<file path="src/rtl/dm_sba_arbiter.sv">
// Round-robin arbiter sharing one system-bus master port among NumReq requesters.
// Optional response watchdog: define SBA_ARB_TIMEOUT_EN.
module dm_sba_arbiter #(
    parameter int BusWidth      = 32,
    parameter int NumReq        = 2,
    parameter int TimeoutCycles = 255
) (
    input  logic                         clk_i,
    input  logic                         rst_ni,
    input  logic [NumReq-1:0]            slv_req_i,
    input  logic [NumReq*BusWidth-1:0]   slv_add_i,
    input  logic [NumReq-1:0]            slv_we_i,
    input  logic [NumReq*BusWidth-1:0]   slv_wdata_i,
    input  logic [NumReq*BusWidth/8-1:0] slv_be_i,
    output logic [NumReq-1:0]            slv_gnt_o,
    output logic [NumReq-1:0]            slv_r_valid_o,
    output logic [BusWidth-1:0]          slv_r_rdata_o,
    output logic                         slv_err_o,
    output logic                         master_req_o,
    output logic [BusWidth-1:0]          master_add_o,
    output logic                         master_we_o,
    output logic [BusWidth-1:0]          master_wdata_o,
    output logic [BusWidth/8-1:0]        master_be_o,
    input  logic                         master_gnt_i,
    input  logic                         master_r_valid_i,
    input  logic [BusWidth-1:0]          master_r_rdata_i,
    output logic                         busy_o,
    output logic [$clog2(NumReq)-1:0]    owner_o
);

    localparam int IdxW = $clog2(NumReq);
    localparam int BeW  = BusWidth / 8;

    typedef enum logic [1:0] {
        Idle,
        Req,
        Wait
    } state_e;

    state_e            state_q, state_d;
    logic [IdxW-1:0]   owner_q, owner_d;
    logic [IdxW-1:0]   rr_q, rr_d;
    logic [IdxW-1:0]   owner_nxt;

`ifdef SBA_ARB_TIMEOUT_EN
    localparam int CntW = $clog2(TimeoutCycles + 1);
    logic [CntW-1:0]   cnt_q, cnt_d;
`endif

    // Pointer value one past the current owner, wrapping at NumReq.
    always_comb begin
        owner_nxt = owner_q + 1'b1;
        if (int'(owner_q) == NumReq - 1) begin
            owner_nxt = '0;
        end
    end

    // Next-state, arbitration and output decode.
    always_comb begin
        int idx;
        logic found;
        logic [IdxW-1:0] pick;
        state_d        = state_q;
        owner_d        = owner_q;
        rr_d           = rr_q;
        slv_gnt_o      = '0;
        slv_r_valid_o  = '0;
        slv_r_rdata_o  = '0;
        slv_err_o      = 1'b0;
        master_req_o   = 1'b0;
        master_add_o   = '0;
        master_we_o    = 1'b0;
        master_wdata_o = '0;
        master_be_o    = '0;
        idx            = 0;
        found          = 1'b0;
        pick           = rr_q;
`ifdef SBA_ARB_TIMEOUT_EN
        cnt_d          = cnt_q;
`endif
        unique case (state_q)
            Idle: begin
                for (int i = 0; i < NumReq; i++) begin
                    idx = int'(rr_q) + i;
                    if (idx >= NumReq) begin
                        idx = idx - NumReq;
                    end
                    if (!found && slv_req_i[idx]) begin
                        found = 1'b1;
                        pick  = IdxW'(idx);
                    end
                end
                if (found) begin
                    owner_d = pick;
                    state_d = Req;
                end
            end
            Req: begin
                master_add_o   = slv_add_i[int'(owner_q)*BusWidth +: BusWidth];
                master_we_o    = slv_we_i[owner_q];
                master_wdata_o = slv_wdata_i[int'(owner_q)*BusWidth +: BusWidth];
                master_be_o    = slv_be_i[int'(owner_q)*BeW +: BeW];
                if (!slv_req_i[owner_q]) begin
                    state_d = Idle;
                end else begin
                    master_req_o = 1'b1;
                    if (master_gnt_i) begin
                        slv_gnt_o[owner_q] = 1'b1;
                        state_d = Wait;
`ifdef SBA_ARB_TIMEOUT_EN
                        cnt_d = '0;
`endif
                    end
                end
            end
            Wait: begin
                if (master_r_valid_i) begin
                    slv_r_valid_o[owner_q] = 1'b1;
                    slv_r_rdata_o = master_r_rdata_i;
                    rr_d    = owner_nxt;
                    state_d = Idle;
                end
`ifdef SBA_ARB_TIMEOUT_EN
                else if (cnt_q == CntW'(TimeoutCycles - 1)) begin
                    slv_r_valid_o[owner_q] = 1'b1;
                    slv_err_o = 1'b1;
                    rr_d      = owner_nxt;
                    state_d   = Idle;
                end else begin
                    cnt_d = cnt_q + 1'b1;
                end
`endif
            end
            default: state_d = Idle;
        endcase
    end

    // State, owner and round-robin pointer registers.
    always_ff @(posedge clk_i or negedge rst_ni) begin
        if (!rst_ni) begin
            state_q <= Idle;
            owner_q <= '0;
            rr_q    <= '0;
        end else begin
            state_q <= state_d;
            owner_q <= owner_d;
            rr_q    <= rr_d;
        end
    end

`ifdef SBA_ARB_TIMEOUT_EN
    // Response watchdog counter.
    always_ff @(posedge clk_i or negedge rst_ni) begin
        if (!rst_ni) begin
            cnt_q <= '0;
        end else begin
            cnt_q <= cnt_d;
        end
    end
`endif

    assign busy_o  = (state_q != Idle);
    assign owner_o = owner_q;

endmodule

</file>
<file path="config.mk">
export PLATFORM = sky130hd
export DESIGN_NAME = dm_sba_arbiter
export DESIGN_NICKNAME = d
export VERILOG_FILES = /design/src/rtl/dm_sba_arbiter.sv
export SDC_FILE = /design/constraint.sdc
export NUM_CORES = 1
export LEC_CHECK = 0
export ABC_AREA = 1
export CAP_MARGIN = 20
export CORE_AREA = 2 2 110 112
export DETAILED_ROUTE_END_ITERATION = 7
export DIE_AREA = 0 0 112 114
export GPL_TIMING_DRIVEN = 0
export PLACE_DENSITY = 0.58
export SLEW_MARGIN = 25
export SYNTH_ARGS = -nofsm -noshare
export SYNTH_HDL_FRONTEND = slang
export SYNTH_SLANG_ARGS = --single-unit
</file>
<file path="constraint.sdc">
create_clock -name clk_i -period 2.9 [get_ports clk_i]
set_input_delay 0.29 -clock clk_i [delete_from_list [all_inputs] [get_ports clk_i]]
set_output_delay 0.29 -clock clk_i [all_outputs]
set_load 0.05 [all_outputs]
</file>
==> summary.md <==
| Metric | Value |
|---|---|
| Core Rows | 40 |
| Max Buffers Root-to-Sink | 2 |
| Synth warn | 0 |
| Sequential area share after synthesis | 0.0644 |
| Worst hold margin | around 0.28 ns |
| Worst-path fanout max | 10 |
| Largest net degree at the start of global routing | 11 |
| I/O pin count | about 290 |
| Post-CTS Hold Fix Bufs | 0 |
| Drt drc | 0 |
| Core area | approximately 12000 um2 |
| Routed len/inst | approximately 13 um |
| Antenna viol nets, final | 0 |
| Post-synth cell types | 18 |
| Worst Hold Class | in -> async |
| Syn_nets | 512 |
| GR Util All Layers | 0.145 |
| Routed wire length | roughly 10 mm |
| Final Hold Viols | 0 |
| Die Ht | approximately 110 um |
| Die area | about 13000 um2 |
| Via density | 4.16 |
| Peak supply drop | ~0.52 mV |
| Lkg Pwr | ~1.9 nW |
| Worst Tran Pin Value | 0.545 ns |
| Max-cap violations | 0 |
| Worst setup SP type | register |
| CTS sink cnt | 4 |
| Mapped Cells | 336 |
| Mapped Area | 1560 um2 |
| Final Max Tran Viols | 0 |
| Post-Route Skew | between 0.002 and 0.0025 ns |
| Post-Layout Cell Count | 768 |
| N_diodes | 0 |
| Clock transition at path regs | ~0.030 ns |
| Max_slew headroom | 0.636 |
| Final setup TNS | 0 ns |
| Global-route wire length before repair | approximately 15 mm |
| Share of layout cells above drive strength 1 | 0.0596 |
| P&R area growth vs syn | 198% |
| Initial antenna violation count | 0 |
| CTS tree | done |
| DRT Pass-1 Iters | 5 |
| Drt initial violations | 100 |
| # Post-CTS Setup Buffers | 0 |
| CTS Buf Count | 3 |
| Avg Inst Size Synth | about 4.6 um2 |
| Placed cell count | about 770 |
| Design area | 4640 um2 |
| Status | complete, no violations |
| Ratio of final minimum period to clock period | 0.865 |
| DP Area | between 4000 and 5000 um2 |
| # nets final | between 700 and 800 |
| Crit path time final | about 2.5 ns |
| Pwr per Cell Area | 967 nW/um2 |
| CP endpoint kind | output pin |
| Vias in the first global route | between 3k and 4k |
| Final setup fails | 0 |
| Skew-Pair Late Insertion Delay | 0.22 ns |
| Post-DP HPWL | between 8 and 9 mm |
| Post-CTS sizing | 0 |
| Layout Utilization | 0.396 |
| Commonest non-fill, non-tap cell in the layout | clkdlybuf4s50_1 |
| Starting Density | 0.133 |
| Commonest cells after routing, fill and taps aside | clkdlybuf4s50_1 (282), nand2_1 (180), a21oi_1 (70) |
| Critical Setup Path Class | reg -> out |
| IO buf count | about 280 |
| Worst EP required | roughly 2.6 ns |
| Routed vias | around 3.2k |
| CP arrival | between 2 and 2.5 ns |
| Root Buffer | clkbuf_16 |
| H-tree Lvls | 1 |
| Die W | ~110 um |
| FMAX | 398 MHz |
| Flops & latches, synth | 4 |
| RSZ-0062 raised after global routing | no |
| Gp weighted congestion | a little over 0.8 |
| Total grt overflow | 0 |
[power by group]
part | leakage, nW | total (mW) | switching (mW) | internal (mW)
Clock | 0.0370 | 0.214 | 0.0384 | 0.176
Sequential | 0.0479 | 0.0965 | 0.0156 | 0.0809
Combinational | 1.79 | 4.17 | 2.78 | 1.39
[cells in the mapped netlist]
master | instances | share of area
a21oi_1 | 70 | 0.23
buf_2 | 20 | 0.064
buf_4 | 2 | 0.0097
buf_6 | 8 | 0.058
conb_1 | 1 | 0.0024
dfrtp_1 | 4 | 0.064
inv_1 | 5 | 0.012
inv_2 | 1 | 0.0024
inv_4 | 1 | 0.0040
nand2_1 | 180 | 0.43
nand3_1 | 2 | 0.0064
nand4_1 | 1 | 0.0040
nor2_1 | 36 | 0.087
nor2_4 | 1 | 0.0072
nor3_1 | 1 | 0.0032
nor3_2 | 1 | 0.0064
o21bai_1 | 1 | 0.0048
or2_1 | 1 | 0.0040
[metal layers]
| layer | track usage | vias up | routed length, um |
|---|---|---|---|
| met2 | 0.274 | 168 | 5240 |
| li1 | - | 1620 | - |
| met1 | 0.166 | 1394 | 3920 |
| met5 | 0 | - | 0 |
| met4 | 0.0220 | 0 | 91 |
| met3 | 0.0404 | 12 | 977 |
[logic make-up (layout without fill, tap and decap cells)]
logic type,after synthesis,count (layout),share of synthesized area
AOI/OAI and AO/OA,71,71,0.230
buffers and inverters,37,322,0.150
DFF,4,4,0.0644
other,1,1,0.00241
and+or+nand+nor,223,223,0.553
[state kept, by name (all words and copies together) (netlist names)]
| signal | cells |
|---|---|
| owner_o | 1 |
| rr_q | 1 |
| state_q | 2 |
[critical path, cell delays in order, from the launching register on]
cell and delay [ns]:
dfrtp_1 0.38, buf_6 0.16, inv_4 0.12, buf_2 0.23, nand2_1 0.07, a21oi_1 0.20
clkdlybuf4s50_1 0.84
[path summary, 6_finish.rpt]
check | slack [ns] | cells after the start | startpoint | to
min in group clk_i | 0.44 | 3 | master_r_valid_i | state_q[1]$_DFFE_PN0P_
worst max register to register | 1.76 | 5 | owner_o$_DFFE_PN0P_ | rr_q$_DFFE_PN0P_
max in group asynchronous | 2.44 | 1 | rst_ni | rr_q$_DFFE_PN0P_
worst min-delay path | 0.28 | 1 | rst_ni | owner_o$_DFFE_PN0P_
worst max-delay path | 0.39 | 6 | owner_o$_DFFE_PN0P_ | master_wdata_o[22]
worst min register to register | 0.54 | 2 | rr_q$_DFFE_PN0P_ | rr_q$_DFFE_PN0P_
[per-stage QoR]
step                total power [mW]  worst slack [ns]
CTS                             4.53             0.373
global placement                4.27             0.618
global route                    4.74             0.284
finish                          4.48             0.390
detailed placement              4.30             0.618
floorplan                       2.85             0.645
[layout make-up]
type	count	area, um2
buffer	30	205
clock buffer	3	75.1
fill	1259	7070
inverter	7	28.8
multi-input combinational	295	1220
sequential	4	100
tap	147	184
timing repair buffer	282	2820
(Power assumes the default switching activity.)
